[config.mk]
export PLATFORM = sky130hd
export DESIGN_NAME = m_mem_ctrl
export DESIGN_NICKNAME = d
export VERILOG_FILES = /design/src/rtl/m_mem_ctrl.sv
export SDC_FILE = /design/constraint.sdc
export NUM_CORES = 1
export LEC_CHECK = 0
export CAP_MARGIN = 20
export CORE_MARGIN = 2
export CORE_UTILIZATION = 44
export DETAILED_ROUTE_END_ITERATION = 10
export GPL_ROUTABILITY_DRIVEN = 0
export GPL_TIMING_DRIVEN = 0
export PLACE_DENSITY = 0.81
export SLEW_MARGIN = 15
export SYNTH_ARGS = -nofsm -noshare
export SYNTH_HDL_FRONTEND = slang
export SYNTH_SLANG_ARGS = --single-unit
[constraint.sdc]
create_clock -name clk -period 2.65 [get_ports clk]
set_clock_uncertainty 0.05 [all_clocks]
set_input_delay 0.265 -clock clk [delete_from_list [all_inputs] [get_ports clk]]
set_output_delay 0.265 -clock clk [all_outputs]
set_load 0.1 [all_outputs]
[src/rtl/m_mem_ctrl.sv]
// m_mem_ctrl: M-stage load/store sequencer on a req/gnt/rvalid bus; define MISALIGN_EXC_EN to trap misaligned accesses.
// Latency >= 3 cycles (IDLE, REQ, DONE); stalls the pipeline until gnt/rvalid, aborts after MAX_WAIT bus cycles.
module m_mem_ctrl #(
  parameter int unsigned MAX_WAIT = 255
) (
  input  logic        clk,
  input  logic        reset,
  input  logic        mem_en,
  input  logic        mem_we,
  input  logic [2:0]  mem_type,
  input  logic [31:0] addr,
  input  logic [31:0] wdata,
  output logic        stall,
  output logic        bus_req,
  output logic        bus_we,
  output logic [31:0] bus_addr,
  output logic [3:0]  bus_be,
  output logic [31:0] bus_wdata,
  input  logic        bus_gnt,
  input  logic        bus_rvalid,
  input  logic [31:0] bus_rdata,
  output logic [2:0]  ext_op,
  output logic [1:0]  ext_a,
  output logic [31:0] ext_din,
  output logic        ld_valid,
  output logic        bus_err,
  output logic        misalign
);

  localparam logic [1:0] ST_IDLE = 2'd0;
  localparam logic [1:0] ST_REQ  = 2'd1;
  localparam logic [1:0] ST_WAIT = 2'd2;
  localparam logic [1:0] ST_DONE = 2'd3;

  localparam logic [7:0] WAIT_LAST = 8'(MAX_WAIT - 1);

  typedef struct packed {
    logic        we;
    logic [31:0] addr;
    logic [3:0]  be;
    logic [31:0] wdata;
  } bus_cmd_t;

  logic [1:0] state_q, state_d;
  bus_cmd_t   cmd_q, cmd_d, cmd_new;
  logic [2:0] op_q, op_d;
  logic [1:0] a_q, a_d;
  logic [31:0] din_q, din_d;
  logic [7:0] cnt_q, cnt_d;
  logic       err_q, err_d;
  logic       mis_q, mis_d;

  logic is_byte, is_half, mis_new;
  logic fin, go_wait;

  always_comb begin
    is_byte = (mem_type == 3'b001) || (mem_type == 3'b010);
    is_half = (mem_type == 3'b011) || (mem_type == 3'b100);
  end

  // Lane enables and replicated store data; codes 101-111 fall through to word.
  always_comb begin
    cmd_new.we   = mem_we;
    cmd_new.addr = {addr[31:2], 2'b00};
    if (is_byte) begin
      cmd_new.be    = 4'b0001 << addr[1:0];
      cmd_new.wdata = {4{wdata[7:0]}};
    end else if (is_half) begin
      cmd_new.be    = addr[1] ? 4'b1100 : 4'b0011;
      cmd_new.wdata = {2{wdata[15:0]}};
    end else begin
      cmd_new.be    = 4'b1111;
      cmd_new.wdata = wdata;
    end
  end

`ifdef MISALIGN_EXC_EN
  assign mis_new = is_half ? addr[0] : (!is_byte && (addr[1:0] != 2'b00));
`else
  assign mis_new = 1'b0;
`endif

  always_comb begin
    state_d = state_q;
    cmd_d   = cmd_q;
    op_d    = op_q;
    a_d     = a_q;
    din_d   = din_q;
    cnt_d   = cnt_q;
    err_d   = err_q;
    mis_d   = mis_q;
    fin     = 1'b0;
    go_wait = 1'b0;
    case (state_q)
      ST_IDLE: begin
        if (mem_en) begin
          cmd_d   = cmd_new;
          op_d    = mem_type;
          a_d     = addr[1:0];
          cnt_d   = 8'd0;
          err_d   = 1'b0;
          mis_d   = mis_new;
          state_d = mis_new ? ST_DONE : ST_REQ;
        end
      end
      ST_REQ, ST_WAIT: begin
        if (state_q == ST_REQ) begin
          if (bus_gnt && cmd_q.we) begin
            fin = 1'b1;
          end else if (bus_gnt && bus_rvalid) begin
            fin   = 1'b1;
            din_d = bus_rdata;
          end else if (bus_gnt) begin
            go_wait = 1'b1;
          end
        end else if (bus_rvalid) begin
          fin   = 1'b1;
          din_d = bus_rdata;
        end
        // A completion on the last budgeted cycle still counts as success.
        if (fin) begin
          state_d = ST_DONE;
        end else if (cnt_q == WAIT_LAST) begin
          state_d = ST_DONE;
          err_d   = 1'b1;
          din_d   = 32'd0;
        end else begin
          cnt_d = cnt_q + 8'd1;
          if (go_wait) state_d = ST_WAIT;
        end
      end
      ST_DONE: state_d = ST_IDLE;
      default: state_d = ST_IDLE;
    endcase
  end

  always_ff @(posedge clk or negedge reset) begin
    if (!reset) begin
      state_q <= ST_IDLE;
      cmd_q   <= '0;
      op_q    <= 3'd0;
      a_q     <= 2'd0;
      din_q   <= 32'd0;
      cnt_q   <= 8'd0;
      err_q   <= 1'b0;
      mis_q   <= 1'b0;
    end else begin
      state_q <= state_d;
      cmd_q   <= cmd_d;
      op_q    <= op_d;
      a_q     <= a_d;
      din_q   <= din_d;
      cnt_q   <= cnt_d;
      err_q   <= err_d;
      mis_q   <= mis_d;
    end
  end

  // stall is gated by reset so every output reads 0 while reset is held.
  always_comb begin
    stall     = reset && ((state_q == ST_IDLE) ? mem_en
                                               : ((state_q == ST_REQ) || (state_q == ST_WAIT)));
    bus_req   = (state_q == ST_REQ);
    bus_we    = cmd_q.we;
    bus_addr  = cmd_q.addr;
    bus_be    = cmd_q.be;
    bus_wdata = cmd_q.wdata;
    ext_op    = op_q;
    ext_a     = a_q;
    ext_din   = din_q;
    ld_valid  = (state_q == ST_DONE) && !cmd_q.we && !err_q && !mis_q;
    bus_err   = (state_q == ST_DONE) && err_q;
    misalign  = (state_q == ST_DONE) && mis_q;
  end

endmodule

==> results.py <==
metrics = {
    "global_routing": {
        "grt_max_degree": 60,
        "grt_pass1_vias": 5217,
        "track_usage_pct": 25.9,
        "grt_pass1_wl_um": 26400,
        "antenna_found_initial": 0,
        "grt.overflow.total": 0,
    },
    "cts": {
        "cts.sink_count": 115,
        "postCtsSetupRepairBufs": 0,
        "cts_buffers": 17,
        "cts-root-buf": "clkbuf_16",
        "cts_max_path_buffers": 2,
        "clkTransAtPathRegs_ns": 0.05,
        "clk_latency_ns": 0.40,
        "htree_levels": 4,
        "cts_tree": "done",
    },
    "setup_path": {
        "reg2reg_depth": 6,
        "crit_slowest_cell": "clkdlybuf4s15_2",
        "cp_max_fo": 58,
        "cpPeakStageDelay_ns": 0.57,
        "critical_path_class": "primary input to output pin",
        "end_kind": "output pin",
        "cp_top_family": "buffers and inverters",
        "worst-path-buf-inv": 3,
        "crit_required_ns": 2.34,
        "cp_data_arrival_time_ns": 2.05,
        "worst_setup_path_start_kind": "primary input",
        "rrSetupSlack_ns": 0.32,
        "worstPathCellList": "dlygate4sd3_1 > buf_6 > nor2b_1 > clkdlybuf4s15_2",
        "reg2reg_to": "cnt_q[0]",
        "rr_startpoint": "state_q[0]",
    },
    "run": {
        "maxCapViolCount": 0,
    },
    "sta": {
        "post-route-min-period_ns": 2.36,
        "fin_ws_ns": 0.287,
        "setup_tns_ns": 0,
        "setup_viol": 0,
        "relSlewSlack_pct": 31.4,
        "hold_violations": 0,
        "slew_violations": 0,
        "finalCritPeriodShare_pct": 89.2,
        "worst_slew_pin_slew_ns": 1.03,
        "rsz0062_at_grt": "no",
        "max_freq_mhz": 423,
    },
    "routing": {
        "viasPerCell": 5.41,
        "wl_um": 16200,
        "drtAntennaViolNets": 0,
        "via_count": 5078,
        "firstDrtPassIters": 5,
        "drcViolationCount": 0,
        "wl_per_cell_um": 17.2,
        "drt-initial-drc-count": 365,
    },
    "logic_synthesis": {
        "synthCells": 545,
        "ys_types": 52,
        "yosys_register_bits": 115,
        "synth_top_family_by_area": "simple AND/OR/NAND/NOR gates",
        "synth_compound_area_share_pct": 14.8,
        "synth_area_leader_cell": "dfrtp_1",
        "ys_top_cells_by_area": "dfrtp_1 (54%), nand2_1 (12%), a221o_1 (6.0%)",
        "synth-xor-area-share_pct": 0.328,
        "synth-edff-count": 0,
        "synth_adder_area_share_pct": 1.17,
        "synthFlopType": "dfrtp_1",
        "synthSimpleGateAreaFrac_pct": 20.4,
        "avgSynthCellArea_um2": 9.80,
        "yosys_warnings": 0,
        "yosysSeqAreaShare_pct": 53.9,
        "synth_top_area_share_pct": 53.9,
        "synth_mux_area_share_pct": 5.27,
        "ys_async_sr_fraction_pct": 100,
        "synth_area_um2": 5340,
    },
    "floorplan": {
        "start_util_pct": 44.8,
        "core-area_um2": 11900,
        "rows": 40,
        "dieArea_um2": 13000,
        "fp.dieH_um": 114,
        "die_x_um": 114,
        "io-pin-count": 216,
    },
    "min_path": {
        "hold_depth": 3,
        "hp-start": "mem_type[0]",
        "min_to": "ext_op[0]",
        "holdCritPathClass": "primary input to flip-flop",
    },
    "placement": {
        "dp_slack_ns": 0.123,
        "dp_hpwl_um": 11700,
        "portBuffers": 210,
    },
    "cells_and_area": {
        "mostFrequentLayoutCell": "clkdlybuf4s50_1",
        "area.growth.synth_to_final_pct": 55.0,
        "nNetsFinal": 888,
        "final_cell_mix": "clkdlybuf4s50_1 (205), nand2_1 (170), dfrtp_1 (115)",
        "drive_above_1_share_pct": 8.60,
        "num_antenna_cells": 0,
    },
    "outcome": {
        "outcome": "completed",
    },
}
[per-stage QoR]
step	utilization, %	hold WS, ns	area [µm²]	std cells
after floorplan	-	-0.0806	5360	547
after global placement	64.2	0.408	7640	904
after detailed placement	64.4	0.223	7670	905
after CTS	69.5	0.0851	8280	938
after global routing	69.5	0.0849	8280	938
final	69.5	0.103	8280	938
[tightest hold or removal path, stage by stage]
cell and delay (ns):
buf_2 0.14, nand2_1 0.07, nand2_1 0.04
[Yosys cell counts, types with 3 or more instances]
cell type    n
buf_4        3
mux2i_1     18
ha_1         5
mux2_2       9
nand2_1    170
o21ai_0     30
nor2_1      12
or4_1        3
a31oi_1      9
a21oi_1      7
a21o_1       4
or2_2        3
buf_6        3
buf_2        8
nand3_1      3
inv_1        5
a221o_1     32
clkbuf_1    27
nor2b_1      3
o22ai_1      8
and3_1      30
dfrtp_1    115
[metal layers]
layer | vias to the layer above | share of wire [%] | wire [µm] | track usage [%]
li1 | 2380 | - | - | -
met3 | 35 | 8.0 | 1300 | 8.58
met4 | 0 | 2.2 | 353 | 10.8
met5 | - | 0 | 0 | 0
met2 | 226 | 49 | 7900 | 42.3
met1 | 2437 | 41 | 6610 | 31.7
[logic make-up (layout without fill, tap and decap cells)]
group	after synthesis	after routing
fa+ha+maj	5	5
buf+inv	47	291
compound gates	107	107
flops	115	115
simple gates	241	241
mux	27	27
xor+xnor	2	2
other cells	1	3
[sequential cells by signal, indices dropped and copies added (netlist names)]
signal	count
ext_op	3
state_q	2
ext_din	32
bus_addr	30
cnt_q	8
bus_wdata	32
ext_a	2
err_q	1
bus_we	1
bus_be	4
[what timing repair did]
action | 4_1_cts | 5_1_grt
hold buffers | 1 | 0
resized for setup | 4 | 2
hold endpoints to repair | 56 | 0
endpoints found under the setup margin | 2 | 2
[worst max path at each step]
| stage | from | end | slack (ns) | depth (start not counted) |
|---|---|---|---|---|
| final | reset | stall | 0.29 | 4 |
| after CTS | state_q[1] | bus_req | 0.02 | 3 |
| after floorplan | state_q[0] | stall | 0.16 | 4 |
| after detailed placement | state_q[0] | stall | 0.12 | 5 |
| after global routing | reset | stall | 0.14 | 4 |
| after global placement | reset | stall | -3.70 | 3 |
[area by class of cell]
type	instances	area [µm²]
well taps	147	184
flip-flops and latches	115	2880
plain buffers	41	198
clock inverters	3	65.1
inverters	6	22.5
clock buffers	29	531
multi-input cells	385	2260
fillers	887	3630
repair buffers	212	2150
Power is left out: the tool's default activity adds up to more than one toggle a clock period on the data nets, which glitch-free logic cannot reach.
